## src/rtl/conv_pkg.sv

```systemverilog
// Shared widths, default image geometry and kernel indices for the 3x3 convolution filter.
package conv_pkg;

  localparam int PIX_W    = 8;
  localparam int COEF_W   = 8;
  localparam int PROD_W   = 17;
  localparam int ROWSUM_W = 19;
  localparam int SUM_W    = 21;

  localparam int DEF_IMG_W = 256;
  localparam int DEF_IMG_H = 32;

  localparam int NUM_COEF = 9;
  localparam int K1 = 0;
  localparam int K2 = 1;
  localparam int K3 = 2;
  localparam int K4 = 3;
  localparam int K5 = 4;
  localparam int K6 = 5;
  localparam int K7 = 6;
  localparam int K8 = 7;
  localparam int K9 = 8;

  // Centre tap of the identity kernel; 1<<SHIFT does not fit a signed byte beyond 6.
  function automatic logic signed [COEF_W-1:0] identity_centre(input int shift);
    if (shift >= COEF_W - 1)
      return 8'sd127;
    else
      return COEF_W'(1 << shift);
  endfunction

endpackage

```

## src/rtl/conv_sat_round.sv

```systemverilog
// Combinational round-half-up, arithmetic right shift and clamp of the kernel sum to an 8-bit pixel.
module conv_sat_round
  import conv_pkg::*;
#(
  parameter int SHIFT = 4
) (
  input  logic signed [SUM_W-1:0] sum,
  output logic        [PIX_W-1:0] pix
);

  // One extra bit of headroom so the rounding offset can never wrap the sum.
  localparam logic signed [SUM_W:0] RND = (SUM_W+1)'((2 ** SHIFT) / 2);

  logic signed [SUM_W:0] rounded;
  logic signed [SUM_W:0] shifted;

  always_comb begin
    rounded = (SUM_W+1)'(sum) + RND;
    shifted = rounded >>> SHIFT;
    if (shifted[SUM_W])
      pix = '0;
    else if (|shifted[SUM_W-1:PIX_W])
      pix = '1;
    else
      pix = shifted[PIX_W-1:0];
  end

endmodule

```

## src/rtl/conv3x3_filter.sv

```systemverilog
// Three-stage 3x3 convolution: multiply by a programmable kernel, adder tree, round/saturate,
// plus output column/row tracking that flags row and frame ends.
module conv3x3_filter
  import conv_pkg::*;
#(
  parameter int IMG_W = DEF_IMG_W,
  parameter int IMG_H = DEF_IMG_H,
  parameter int SHIFT = 4
) (
  input  logic              clk,
  input  logic              rst,
  input  logic              win_valid,
  input  logic [PIX_W-1:0]  p1,
  input  logic [PIX_W-1:0]  p2,
  input  logic [PIX_W-1:0]  p3,
  input  logic [PIX_W-1:0]  p4,
  input  logic [PIX_W-1:0]  p5,
  input  logic [PIX_W-1:0]  p6,
  input  logic [PIX_W-1:0]  p7,
  input  logic [PIX_W-1:0]  p8,
  input  logic [PIX_W-1:0]  p9,
  input  logic              coef_we,
  input  logic [3:0]        coef_addr,
  input  logic [COEF_W-1:0] coef_data,
  output logic [PIX_W-1:0]  pix_out,
  output logic              out_valid,
  output logic              row_end,
  output logic              frame_done
);

  localparam int COL_W = $clog2(IMG_W);
  localparam int ROW_W = $clog2(IMG_H);
  localparam logic [COL_W-1:0] COL_LAST = COL_W'(IMG_W - 1);
  localparam logic [ROW_W-1:0] ROW_LAST = ROW_W'(IMG_H - 1);
  localparam logic signed [COEF_W-1:0] K5_IDENT = identity_centre(SHIFT);

  logic        [PIX_W-1:0]    pix     [NUM_COEF];
  logic signed [COEF_W-1:0]   coef    [NUM_COEF];
  logic signed [PROD_W-1:0]   prod    [NUM_COEF];
  logic signed [ROWSUM_W-1:0] row_sum [3];
  logic signed [SUM_W-1:0]    total;
  logic        [PIX_W-1:0]    sat_pix;
  logic                       v1;
  logic                       v2;
  logic        [COL_W-1:0]    col;
  logic        [ROW_W-1:0]    row;

  always_comb begin
    pix[K1] = p1;
    pix[K2] = p2;
    pix[K3] = p3;
    pix[K4] = p4;
    pix[K5] = p5;
    pix[K6] = p6;
    pix[K7] = p7;
    pix[K8] = p8;
    pix[K9] = p9;
  end

  // Writes land at the clock edge, so a window sampled on the same edge still sees the old kernel.
  always_ff @(posedge clk) begin
    if (rst) begin
      for (int i = 0; i < NUM_COEF; i++)
        coef[i] <= (i == K5) ? K5_IDENT : '0;
    end else if (coef_we && coef_addr < 4'(NUM_COEF)) begin
      coef[coef_addr] <= coef_data;
    end
  end

  always_ff @(posedge clk) begin
    if (rst) begin
      v1 <= 1'b0;
      v2 <= 1'b0;
    end else begin
      v1 <= win_valid;
      v2 <= v1;
    end
  end

  always_ff @(posedge clk) begin
    for (int i = 0; i < NUM_COEF; i++)
      prod[i] <= PROD_W'($signed({1'b0, pix[i]})) * PROD_W'(coef[i]);
    for (int r = 0; r < 3; r++)
      row_sum[r] <= ROWSUM_W'(prod[3*r]) + ROWSUM_W'(prod[3*r+1]) + ROWSUM_W'(prod[3*r+2]);
  end

  always_comb begin
    total = SUM_W'(row_sum[0]) + SUM_W'(row_sum[1]) + SUM_W'(row_sum[2]);
  end

  conv_sat_round #(
    .SHIFT (SHIFT)
  ) u_sat_round (
    .sum (total),
    .pix (sat_pix)
  );

  // col/row name the position of the pixel about to leave stage 3, so the end flags register with it.
  always_ff @(posedge clk) begin
    if (rst) begin
      pix_out    <= '0;
      out_valid  <= 1'b0;
      row_end    <= 1'b0;
      frame_done <= 1'b0;
      col        <= '0;
      row        <= '0;
    end else begin
      out_valid  <= v2;
      row_end    <= v2 && (col == COL_LAST);
      frame_done <= v2 && (col == COL_LAST) && (row == ROW_LAST);
      if (v2) begin
        pix_out <= sat_pix;
        if (col == COL_LAST) begin
          col <= '0;
          row <= (row == ROW_LAST) ? '0 : row + 1'b1;
        end else begin
          col <= col + 1'b1;
        end
      end
    end
  end

endmodule

```

## config.mk

```make
export PLATFORM = sky130hd
export DESIGN_NAME = conv3x3_filter
export DESIGN_NICKNAME = d
export VERILOG_FILES = /design/src/rtl/conv_pkg.sv /design/src/rtl/conv_sat_round.sv /design/src/rtl/conv3x3_filter.sv
export SDC_FILE = /design/constraint.sdc
export NUM_CORES = 2
export LEC_CHECK = 0
export BUFFER_PORTS_ARGS = -buffer_cell sky130_fd_sc_hd__clkbuf_2
export CAP_MARGIN = 20
export CORE_MARGIN = 2
export CORE_UTILIZATION = 50
export CTS_BUF_LIST = sky130_fd_sc_hd__clkbuf_4
export CTS_CLUSTER_SIZE = 12
export DETAILED_ROUTE_END_ITERATION = 12
export PLACE_DENSITY = 0.69
export SETUP_SLACK_MARGIN = 0.15
export SYNTH_ARGS = -nofsm -noshare
export SYNTH_HDL_FRONTEND = slang
export SYNTH_SLANG_ARGS = --single-unit
```

## constraint.sdc

```tcl
create_clock -name clk -period 4.8 [get_ports clk]
set_input_delay 0.96 -clock clk [delete_from_list [all_inputs] [get_ports clk]]
set_output_delay 0.96 -clock clk [all_outputs]
set_load 0.01 [all_outputs]
```

==> flow_summary_export.csv <==
group,metric,value,unit
run_status,outcome,"finished clean",
critical_path,cp-start-kind,"flip-flop",
finish,mostFrequentLayoutCell,"inv_1",
floorplanning,die_h,258,microns
placed_design,gp_congestion,0.860,
sta,tightest_slew,0.799,ns
clock_tree,holdBufCountCts,0,
drt,remaining_drc_errors,0,
run,cap_violations,0,
clock_tree,htreeDepth,3,
finish,syn2layout_area_growth,13.7,%
logic_synthesis,synth_fp_nets,4327,
sta,relSlewSlack,46.5,%
placed_design,place_hpwl,58.0,mm
logic_synthesis,ys_seq_elements,308,
clock_tree,cts_root_buf,"clkbuf_4",
floorplanning,boundaryPins,99,
sta,min_period,4.45,ns
clock_tree,insertion_delay,0.81,ns
global_routing,grtUsageTotal,22.5,%
floorplanning,row_count,93,
critical_path,cp.arrival,5.13,ns
drt,via_count,23300,
finish,drive_gt1_share,13.0,%
floorplanning,dieWidth,258,microns
global_routing,grt-ovfl-total,0,
clock_tree,cts_sinks,308,
global_routing,grt_first_pass_wirelength,119,mm
drt,wire_per_inst,15.3,microns
clock_tree,clock_path_buffers,3,
finish,stdcell_area,36600,sq um
critical_path,crit_type,"flip-flop to flip-flop",
finish,layout_common_cells,"inv_1, ha_1, fa_1",
logic_synthesis,seq_area_frac_synth,21.4,%
drt,finalWirelength,71.7,mm
placed_design,placed_area,35100,sq um
logic_synthesis,synthArstFlopShare,0,%
logic_synthesis,syn_avg_cell_area,9.60,sq um
sta,tns,0,ns
drt,routed_via_density,4.99,
sta,skew,0.0641,ns
floorplanning,start_util,50.2,%
sta,setup_viol,0,
logic_synthesis,synthFlopType,"dfxtp_1",
sta,hold_viol,0,
critical_path,cp-end-kind,"flip-flop",
hold_path,hold_class,"input pin to flip-flop",
sta,slew_viol_final,0,
finish,fin_util,57.1,%
floorplanning,core,64100,sq um
logic_synthesis,syn_inst,3356,
finish,fin_nets,4721,
logic_synthesis,synth_edf_count,72,
sta,max_freq,0.225,GHz
critical_path,worstPathRequired,5.48,ns
critical_path,crit_fanout,8,
logic_synthesis,yosysWarningCount,0,
power,peakVddDrop,0.000599,V
drt,ant_nets,0,
clock_tree,cts_tree,"yes",
floorplanning,die_area,66500,sq um
placed_design,portBuffers,98,
logic_synthesis,syn-cell-area,32200,sq um
power,leakage,0.0186,uW
global_routing,grt_pass1_vias,23900,
clock_tree,numCtsBuffers,82,
sta,min_period_over_period,92.7,%
global_routing,antenna_found_initial,9,
drt,first_pass_iters,5,
logic_synthesis,synth.distinct_cells,67,
clock_tree,path_clk_slew,0.07,ns
power,power-per-cell-area,654,nW/um^2
drt,drt-initial-drc-count,1089,
sta,rsz0062_at_grt,"true",
global_routing,grt_max_degree,35,
==> cell families (layout without fill, tap and decap cells) <==
group / after synthesis / after routing / share of synthesized area [%]
xor+xnor: 143 / 143 / 3.89
flops: 308 / 308 / 21.4
compound gates: 298 / 298 / 6.11
other cells: 0 / 5 / 0
buf+inv: 629 / 1091 / 7.33
mux: 4 / 4 / 0.128
fa+ha+maj: 883 / 883 / 43.7
simple gates: 1091 / 1091 / 17.4
==> power by group <==
part	switching, uW	internal, uW	total, uW
Combinational	9200	7880	17100
Sequential	628	3720	4350
Clock	1150	1360	2510
==> critical path, stage by stage, from the launching register on <==
cell,delay [ns]
edfxtp_1,0.53
and2_4,0.23
fa_1,0.41
inv_1,0.08
fa_1,0.42
fa_1,0.48
fa_1,0.50
inv_1,0.04
ha_1,0.30
nor2b_2,0.16
o21ai_1,0.15
a21boi_1,0.10
o21ai_1,0.21
a21oi_2,0.09
a41o_1,0.21
o41a_1,0.33
xnor2_1,0.12
==> layout make-up <==
cell class	count	area, sq um
antenna	5	12.5
clock buffer	125	938
clock inverter	27	194
fill	5689	27500
inverter	622	2330
multi-input combinational	2419	23000
sequential	308	6890
tap	855	1070
timing repair buffer	317	2150
==> flip-flops by register name, summed over array words and instances, names as in the netlist <==
register,flops
row_sum,57
coef,72
prod,153
row,5
pix_out,8
v2,1
frame_done,1
out_valid,1
v1,1
col,8
row_end,1
==> final timing paths <==
check,endpoint,startpoint,depth (start not counted),slack [ns]
worst max register to register,prod[0][33]$_DFF_P_,coef[1][2]$_SDFFCE_PN0P_,16,0.35
worst min register to register,v2$_SDFF_PP0_,v1$_SDFF_PP0_,1,0.45
worst min-delay path,v1$_SDFF_PP0_,win_valid,2,0.42
worst max-delay path,prod[0][33]$_DFF_P_,coef[1][2]$_SDFFCE_PN0P_,16,0.35
==> Yosys cell counts (59+ instances only) <==
| master | number | area (sq um) |
|---|---|---|
| ha_1 | 478 | 5980 |
| inv_1 | 622 | 2330 |
| o21ai_0 | 59 | 295 |
| fa_1 | 405 | 8110 |
| edfxtp_1 | 72 | 2160 |
| dfxtp_1 | 236 | 4720 |
| a21oi_1 | 92 | 460 |
| and2_1 | 362 | 2260 |
| xnor2_1 | 126 | 1100 |
| nand2_1 | 288 | 1080 |
| nor2_1 | 171 | 642 |
| nand2b_1 | 72 | 450 |
==> metrics by stage <==
step                      instances  hold WS (ns)  setup slack (ns)  total power, uW
after floorplan                3356         0.414             0.128            17100
after global placement         4473         0.437            -0.200            21100
after detailed placement       4473         0.450            -0.246            21300
after CTS                      4625         0.328             0.231            24000
after global routing           4676         0.364            0.0889            26600
final                          4678         0.425             0.348            23900
==> layer usage <==
layer / vias to the layer above / wire length [microns] / track usage [%] / part of all wire (%)
li1: 11500 / - / - / -
met1: 11300 / 32400 / 30.4 / 45
met2: 425 / 33900 / 37.3 / 47
met3: 108 / 3590 / 3.71 / 5.0
met4: 2 / 1770 / 6.57 / 2.5
met5: - / 13 / 0 / 0.018
==> repair_timing <==
action                     in CTS  in global routing
resized for setup               0                 22
setup endpoints to repair       0                 25
setup buffers                   0                 48
Power figures use the tool's default switching activity.
